`config.mk`:
```
export PLATFORM = sky130hd
export DESIGN_NAME = ahb_gpio_arb
export DESIGN_NICKNAME = d
export VERILOG_FILES = /design/src/rtl/ahb_gpio_arb.sv
export SDC_FILE = /design/constraint.sdc
export NUM_CORES = 1
export LEC_CHECK = 0
export CAP_MARGIN = 10
export CORE_UTILIZATION = 41
export CTS_BUF_LIST = sky130_fd_sc_hd__clkbuf_8
export DETAILED_ROUTE_END_ITERATION = 16
export HOLD_SLACK_MARGIN = 0.02
export PLACE_DENSITY = 0.94
export RECOVER_POWER = 50
export SYNTH_ARGS = -nofsm -noshare
export SYNTH_HDL_FRONTEND = slang
export SYNTH_SLANG_ARGS = --single-unit
```
`constraint.sdc`:
```
create_clock -name hclk -period 2.25 [get_ports hclk]
set_clock_uncertainty 0.1 [all_clocks]
set_input_delay 0.3375 -clock hclk [delete_from_list [all_inputs] [get_ports hclk]]
set_output_delay 0.3375 -clock hclk [all_outputs]
set_load 0.02 [all_outputs]
```
`src/rtl/ahb_gpio_arb.sv`:
```
// ahb_gpio_arb: two-master AHB-lite arbiter sharing the GPIO slave between the core LSU (m0)
// and a secondary requester (m1). A losing address phase is buffered and its master is stalled.
module ahb_gpio_arb #(
    parameter int AWIDTH = 32,
    parameter int DWIDTH = 32,
    parameter int RR_EN  = 1
) (
    input  logic              hclk,
    input  logic              hresetn,
    input  logic              m0_hsel_i,
    input  logic              m0_hwrite_i,
    input  logic [2:0]        m0_hsize_i,
    input  logic [2:0]        m0_hburst_i,
    input  logic [1:0]        m0_htrans_i,
    input  logic [AWIDTH-1:0] m0_haddr_i,
    input  logic [DWIDTH-1:0] m0_hwdata_i,
    output logic              m0_hready_o,
    output logic              m0_hresp_o,
    output logic [DWIDTH-1:0] m0_hrdata_o,
    input  logic              m1_hsel_i,
    input  logic              m1_hwrite_i,
    input  logic [2:0]        m1_hsize_i,
    input  logic [2:0]        m1_hburst_i,
    input  logic [1:0]        m1_htrans_i,
    input  logic [AWIDTH-1:0] m1_haddr_i,
    input  logic [DWIDTH-1:0] m1_hwdata_i,
    output logic              m1_hready_o,
    output logic              m1_hresp_o,
    output logic [DWIDTH-1:0] m1_hrdata_o,
    output logic              s_hsel_o,
    output logic              s_hwrite_o,
    output logic [2:0]        s_hsize_o,
    output logic [2:0]        s_hburst_o,
    output logic [1:0]        s_htrans_o,
    output logic [AWIDTH-1:0] s_haddr_o,
    output logic [DWIDTH-1:0] s_hwdata_o,
    output logic              s_hready_o,
    input  logic              s_hreadyout_i,
    input  logic              s_hresp_i,
    input  logic [DWIDTH-1:0] s_hrdata_i
);
    // owner    | meaning
    // OWN_NONE | no data phase in flight
    // OWN_M0   | current data phase belongs to m0
    // OWN_M1   | current data phase belongs to m1
    typedef enum logic [1:0] {OWN_NONE = 2'd0, OWN_M0 = 2'd1, OWN_M1 = 2'd2} owner_t;

    owner_t            r_owner;
    logic              r_last;
    logic [1:0]        r_pend;
    logic [1:0]        r_pwrite;
    logic [2:0]        r_psize  [2];
    logic [2:0]        r_pburst [2];
    logic [AWIDTH-1:0] r_paddr  [2];

    logic [1:0]        w_hsel, w_hwrite, w_own, w_hready, w_req, w_cand, w_gnt;
    logic [2:0]        w_hsize  [2];
    logic [2:0]        w_hburst [2];
    logic [1:0]        w_htrans [2];
    logic [AWIDTH-1:0] w_haddr  [2];
    logic              w_gidx;

    assign w_hsel      = {m1_hsel_i, m0_hsel_i};
    assign w_hwrite    = {m1_hwrite_i, m0_hwrite_i};
    assign w_hsize[0]  = m0_hsize_i;
    assign w_hsize[1]  = m1_hsize_i;
    assign w_hburst[0] = m0_hburst_i;
    assign w_hburst[1] = m1_hburst_i;
    assign w_htrans[0] = m0_htrans_i;
    assign w_htrans[1] = m1_htrans_i;
    assign w_haddr[0]  = m0_haddr_i;
    assign w_haddr[1]  = m1_haddr_i;
    assign w_own       = {r_owner == OWN_M1, r_owner == OWN_M0};

    // A buffered master stays stalled until its own data phase completes.
    always_comb begin
        for (int m = 0; m < 2; m++) begin
            w_hready[m] = r_pend[m] ? 1'b0 : (w_own[m] ? s_hreadyout_i : 1'b1);
            w_req[m]    = w_hsel[m] & w_htrans[m][1] & w_hready[m];
        end
    end

    assign w_cand = (|r_pend) ? r_pend : w_req;

    always_comb begin
        w_gnt = 2'b00;
        if (s_hreadyout_i) begin
            if (&w_cand) begin
                w_gnt = ((RR_EN != 0) && (r_last == 1'b0)) ? 2'b10 : 2'b01;
            end else begin
                w_gnt = w_cand;
            end
        end
    end

    assign w_gidx = w_gnt[1];

    always_comb begin
        s_hsel_o   = 1'b0;
        s_hwrite_o = 1'b0;
        s_hsize_o  = 3'b000;
        s_hburst_o = 3'b000;
        s_htrans_o = 2'b00;
        s_haddr_o  = '0;
        if (|w_gnt) begin
            s_hsel_o = 1'b1;
            if (r_pend[w_gidx]) begin
                s_hwrite_o = r_pwrite[w_gidx];
                s_hsize_o  = r_psize[w_gidx];
                s_hburst_o = r_pburst[w_gidx];
                s_htrans_o = 2'b10;
                s_haddr_o  = r_paddr[w_gidx];
            end else begin
                s_hwrite_o = w_hwrite[w_gidx];
                s_hsize_o  = w_hsize[w_gidx];
                s_hburst_o = w_hburst[w_gidx];
                s_htrans_o = w_htrans[w_gidx];
                s_haddr_o  = w_haddr[w_gidx];
            end
        end
    end

    assign s_hready_o  = s_hreadyout_i;
    assign s_hwdata_o  = w_own[0] ? m0_hwdata_i : (w_own[1] ? m1_hwdata_i : '0);
    assign m0_hready_o = w_hready[0];
    assign m1_hready_o = w_hready[1];
    assign m0_hrdata_o = w_own[0] ? s_hrdata_i : '0;
    assign m1_hrdata_o = w_own[1] ? s_hrdata_i : '0;
    assign m0_hresp_o  = w_own[0] & s_hresp_i;
    assign m1_hresp_o  = w_own[1] & s_hresp_i;

    always_ff @(posedge hclk or negedge hresetn) begin
        if (!hresetn) begin
            r_owner  <= OWN_NONE;
            r_last   <= 1'b1;
            r_pend   <= 2'b00;
            r_pwrite <= 2'b00;
            for (int m = 0; m < 2; m++) begin
                r_psize[m]  <= 3'b000;
                r_pburst[m] <= 3'b000;
                r_paddr[m]  <= '0;
            end
        end else begin
            // A stalled slave extends the current data phase, so ownership holds.
            if (s_hreadyout_i) begin
                if (w_gnt[0]) begin
                    r_owner <= OWN_M0;
                end else if (w_gnt[1]) begin
                    r_owner <= OWN_M1;
                end else begin
                    r_owner <= OWN_NONE;
                end
                if (|w_gnt) begin
                    r_last <= w_gnt[1];
                end
            end
            for (int m = 0; m < 2; m++) begin
                if (w_req[m] && !w_gnt[m]) begin
                    r_pend[m]   <= 1'b1;
                    r_pwrite[m] <= w_hwrite[m];
                    r_psize[m]  <= w_hsize[m];
                    r_pburst[m] <= w_hburst[m];
                    r_paddr[m]  <= w_haddr[m];
                end else if (w_gnt[m]) begin
                    r_pend[m] <= 1'b0;
                end
            end
        end
    end
endmodule

```
-- After elaboration in Yosys (flattened, before gate mapping)
Index checks and enable logic that the tools add are counted.
- output and inout port bits: 143
- logic and storage cells: 89
- register bits: 83
- input bits: 184
- eq/ne operators: 2
- magnitude comparators: 2
- mux-type cells: 56
- reduce and logical (&&, ||, !) cells: 10
- bitwise logic cells: 7
- operator list (operator ; count):
    $mux 32 ; 12
    $mux 3 ; 16
    $mux 2 ; 11
    $mux 1 ; 17
    $and 1x1->1 ; 6
    $reduce_and 2->1 ; 2
    $reduce_bool 2->1 ; 2
    $reduce_or 2->1 ; 2
    $eq 2x1->1 const B ; 1
    $eq 2x2->1 const B ; 1
    $ge 2x2->1 const B ; 1
    $logic_and 1x1->1 ; 2
    $logic_not 1->1 ; 2
    $lt 1x2->1 const B ; 1
    $not 1->2 ; 1

-- Logic depth before layout (Yosys ltp)
Gate-level depths: netlist (run 1).
- word-level depth: 14
- gate-level depth with buffers: 8
- mapped depth without buffers: 4

-- Worst setup path after synthesis (run 1)
Ideal clock, no wire load.
- path kind: register to output
- start point: reg r_pend[1]
- end point: out s_haddr_o[0]
- data required time: 1.812 ns
- buffers on the path: 4
- slack: -0.213 ns
- stages on the path, launching flop included: 8
- data arrival time: 2.026 ns
- cell sequence: dfrtp_1 -> buf_4 -> or3_1 -> buf_2 -> or2_0 -> clkbuf_2 -> buf_6 -> a211oi_1
- longest elaborated chain between the ends: 12
- elaborated cells between the ends (all ways): 19
- those cells by class: 14 x mux; 2 x bitwise; 3 x reduce/logical
- RTL lines (element ; line ; RTL):
    start, declared ; 50 ; logic [1:0] r_pend;
    start signal, assigned ; 136 ; r_pend <= 2'b00;
    start signal, assigned by index ; 159 ; r_pend[m] <= 1'b1;
    start signal, assigned by index ; 165 ; r_pend[m] <= 1'b0;
    $mux 1 ; 78 ; w_hready[m] = r_pend[m] ? 1'b0 : (w_own[m] ? s_hreadyout_i : 1'b1);
    $and 1x1->1 ; 79 ; w_req[m] = w_hsel[m] & w_htrans[m][1] & w_hready[m];
    $mux 2 ; 83 ; assign w_cand = (|r_pend) ? r_pend : w_req;
    $reduce_and 2->1 ; 88 ; if (&w_cand) begin
    $mux 2 ; 88 ;
    $mux 2 ; 87 ; if (s_hreadyout_i) begin
    $not 1->2 (implied by the code) ; 112, 118 ;
    $mux 32, on equally long branches (3 in a row) ; 118, 112 ;
    $mux 32 ; 107 ; if (r_pend[w_gidx]) begin
    $mux 32 (*) ; 105 ; if (|w_gnt) begin
    end, declared ; 35 ; output logic [AWIDTH-1:0] s_haddr_o,
Mark *: on every way between the ends. The rest lies on a longest branch, timed or not. The select of a mux whose other input is x is not followed.

-- Worst setup path in the final report (run 1)
- start point: reg r_pend[1]
- end point: out s_haddr_o[25]
The elaborated chain is that of the path after synthesis.

==> results of run 1 <==
## cell type report
| cell class | count | area [µm²] |
|---|---|---|
| Inverter | 5 | 18.8 |
| Sequential cell | 83 | 2080 |
| Timing Repair Buffer | 460 | 4760 |
| Fill cell | 788 | 2780 |
| Clock buffer | 10 | 138 |
| Clock inverter | 6 | 88.8 |
| Tap cell | 184 | 230 |
| Multi-Input combinational cell | 530 | 4670 |
## layer usage
layer	up-vias	routed length, µm	GRT usage
met4	2	2620	0.177
li1	3332	-	-
met3	225	3300	0.0641
met1	3917	11200	0.375
met2	657	16500	0.617
met5	-	13	0
## cell families (layout without fill, tap and decap cells)
group           count (synthesis)  count (layout)  synth area share
compound gates                127             127             0.164
buf+inv                        84             481            0.0618
mux                            78              78             0.140
simple gates                  325             325             0.305
flops                          83              83             0.330
## cells in the mapped netlist (all sizes together)
cell,number
a211oi,39
a21boi,1
a21oi,2
a22o,32
a2bb2oi,1
a31oi,3
and2,105
buf,21
clkbuf,58
dfrtp,82
dfstp,1
inv,5
mux2,78
nand2,4
nand2b,34
nand3,3
nand3b,41
nor2,47
nor2b,1
nor3,40
nor3b,2
o2111ai,39
o21a,1
o21ai,3
o221ai,1
o22a,1
o22ai,3
o31ai,1
or2,2
or2b,6
or3,40
## layout by cell type (no fill, tap or decap), types with 27 or more instances in the layout
master / Yosys / layout
sky130_fd_sc_hd__clkdlybuf4s50_1: 0 / 181
sky130_fd_sc_hd__buf_4: 4 / 111
sky130_fd_sc_hd__and2_1: 105 / 86
sky130_fd_sc_hd__buf_6: 6 / 83
sky130_fd_sc_hd__dfrtp_1: 82 / 80
sky130_fd_sc_hd__mux2_2: 78 / 57
sky130_fd_sc_hd__nor2_1: 47 / 45
sky130_fd_sc_hd__nand3b_1: 41 / 41
sky130_fd_sc_hd__or3_1: 40 / 39
sky130_fd_sc_hd__a211oi_2: 0 / 38
sky130_fd_sc_hd__nand2b_1: 34 / 33
sky130_fd_sc_hd__a22o_1: 32 / 32
sky130_fd_sc_hd__nor3_1: 40 / 27
## critical path: stages, from the launching register on
cell and delay (ns):
sky130_fd_sc_hd__dfrtp_1 0.48, sky130_fd_sc_hd__buf_4 0.18, sky130_fd_sc_hd__buf_6 0.14, sky130_fd_sc_hd__inv_1 0.14, sky130_fd_sc_hd__o221ai_4 0.17, sky130_fd_sc_hd__buf_12 0.18, sky130_fd_sc_hd__buf_12 0.14, sky130_fd_sc_hd__o2111ai_2 0.36
sky130_fd_sc_hd__a211oi_2 0.06, sky130_fd_sc_hd__buf_4 0.17
## power by group through the flow
stage	Combinational (mW)	Sequential, mW	Clock, mW
2_1_floorplan	4.81	2.54	0
3_3_place_gp	8.09	2.62	0
3_5_place_dp	8.30	2.70	0
4_1_cts	8.57	2.67	1.23
5_1_grt	11.1	2.88	1.31
6_report	10.7	2.84	1.27
## worst max-delay path by stage
stage / startpoint / to / slack [ns]
finish: r_pend[1]$_DFFE_PN0P_ / s_haddr_o[25] / -0.60
global route: r_pend[1]$_DFFE_PN0P_ / s_haddr_o[25] / -0.64
CTS: r_owner[0]$_DFFE_PN0P_ / s_haddr_o[14] / -0.41
detailed placement: m1_hsel_i / s_haddr_o[2] / -1.00
global placement: m1_htrans_i[1] / s_haddr_o[23] / -0.91
floorplan: r_pend[1]$_DFFE_PN0P_ / s_haddr_o[0] / -0.05
## registers in the layout, indices dropped and copies added (netlist names)
register / flops
r_psize: 6
r_paddr: 64
r_pwrite: 2
r_owner: 2
r_last: 1
r_pburst: 6
r_pend: 2
## timing repair
action                                  CTS  global route
resized for setup                       538           335
hold endpoints to repair                 20             0
hold buffers                              1             0
gates cloned                              5            18
setup buffers                             5            16
endpoints found under the setup margin  220           198
pin swaps                                 5            41
## per-stage QoR
| step | cell area, µm² | total power [mW] | TNS (ns) |
|---|---|---|---|
| after floorplan | 6500 | 7.35 | -1.78 |
| after detailed placement | 10500 | 11.0 | -59.89 |
| after global routing | 12000 | 15.3 | -37.85 |
| final | 12000 | 14.8 | -28.23 |
| after CTS | 11000 | 12.5 | -17.67 |
| after global placement | 10500 | 10.7 | -55.24 |
==> parameters.txt, run 1 <==
Parameter                              Value

CTS
  Clock transition at path regs ... 0.10 ns
  Number of sinks on the clock net ... 83
  H-tree level count ... 3
  CTS tree ... built
  Clock network latency to the later pin of the worst-skew pair ... 0.38 ns
  Longest Clk Path Bufs ... 2
  Clk Tree Root Cell ... sky130_fd_sc_hd__clkbuf_8
  Number of buffers created by CTS ... 9

Floorplanning
  IO Pins ... 327
  Placement row count ... 44
  Vertical extent of the die ... 126 µm
  Standard cell core area ... 14800 µm²
  Initial Utilization ... 0.427
  Total Die Area ... 15900 µm²
  Floorplan die width ... 126 µm

Placed design
  Total instance count after detailed placement ... 1220
  Placement-stage worst setup slack ... -1.00 ns
  Number of buffer cells added on primary ports ... 326
  Final weighted congestion in routability-driven placement ... 0.901
  Total half-perimeter wirelength after legalization and detailed placement ... 19600 µm

GRT
  Via count of the first global-routing pass ... 7482
  Maximum number of pins on one net before global-route repair ... 45
  Overflow left after global routing ... 0
  Antenna violations before repair ... 1
  Total routing resource utilization after global routing ... 0.340
  First-pass GRT wire length ... 41800 µm

Timing
  Final critical-path required period ... 2.85 ns
  Smallest setup slack after layout ... -0.601 ns
  Final count of pins violating max slew ... 0
  Highest Clock Rate ... 351 MHz
  Worst slew pin tran ... 1.39 ns
  Crit share post-route ... 1.27
  Unrepaired setup endpoints after global routing ... yes
  Hold Vio Cnt, Final ... 0
  Final setup fails ... 163
  Worst hold margin ... 0.407 ns
  Remaining max-slew budget at the tightest pin ... 0.0737

Logic synthesis
  Area leader, netlist ... sky130_fd_sc_hd__dfrtp_1
  Total of flip-flops plus latches after synthesis ... 83
  Number of nets produced by synthesis ... 881
  Sequential cell area fraction in the yosys report ... 0.330
  Post-synthesis instance total ... 697
  Yosys warning total ... 0
  Area of the mapped netlist ... 6300 µm²
  Post-Synthesis Mean Instance Area ... 9.03 µm²
  Area share of the largest cell type after synthesis ... 0.326
  Netlist cell types ... 39
  Main area contributors after synthesis ... sky130_fd_sc_hd__dfrtp_1, sky130_fd_sc_hd__mux2_2, sky130_fd_sc_hd__and2_1

Power
  Total power divided by cell area ... 1230 nW/µm²
  Sw Share ... 0.440
  Net switching power ... 6.49 mW
  Logic gate share of total power ... 0.722
  Static Leakage ... 5.00 nW
  Peak supply drop ... 0.749 mV
  Internal power of the cells ... 8.27 mW
  Reg power frac ... 0.192
  Clock network fraction of design power ... 0.086

Detailed routing
  Antenna violation net count after detailed routing ... 0
  Total via count in the routed design ... 8133
  Routed length per instance ... 26.3 µm
  Count of unresolved DRC violations after routing ... 0
  DRC marker count from the first detailed-route iteration ... 780
  Via density per instance ... 6.36
  Iteration count of the initial detailed-routing pass ... 5
  Wire length reported by the detailed router ... 33600 µm

Final layout
  Final cell utilization of the core ... 0.812
  Layout Nets ... 1273
  Number of standard cells in the final layout excluding fillers ... 1278
  Diodes inserted ... 0
  Area added between synthesis and finish ... 90.2%
  Share of final-layout standard cells stronger than drive strength 1 ... 0.448

Hold path
  End of the worst hold path ... r_psize[1]$_DFFE_PN0P_
  Worst hold path startpoint ... r_psize[1]$_DFFE_PN0P_
  Worst hold stages ... 1
  Hold Crit Class ... reg2reg

Worst setup path
  Register-to-register path setup slack ... -0.16 ns
  Crit end category ... output pin
  Crit Path Max Fanout ... 8
  Worst endpoint data arrival time ... 2.41 ns
  Worst r2r dst ... r_paddr[45]$_DFFE_PN0P_
  Type of the setup path with the least slack ... reg2out
  Launching point of the worst reg2reg path ... r_last$_DFFE_PN1P_
  Required time of the critical path ... 1.81 ns
  Element type at the critical path start ... flip-flop
  Number of cells traversed by the worst register-to-register path ... 9

Run
  Number of violations of the max-capacitance limit ... 0

Run status
  Run status ... complete, but fails checks
  Violations in the final reports ... setup timing
Power figures use the tool's default switching activity.
==> inputs of run 2 (changes only) <==
--- a/config.mk
+++ b/config.mk
@@ -12,6 +12,7 @@
 export HOLD_SLACK_MARGIN = 0.02
 export PLACE_DENSITY = 0.94
 export RECOVER_POWER = 50
+export SLEW_MARGIN = 5
 export SYNTH_ARGS = -nofsm -noshare
 export SYNTH_HDL_FRONTEND = slang
 export SYNTH_SLANG_ARGS = --single-unit
==> results of run 2 <==
Same layout as run 1: the final DEF is identical, and so are final timing and power.
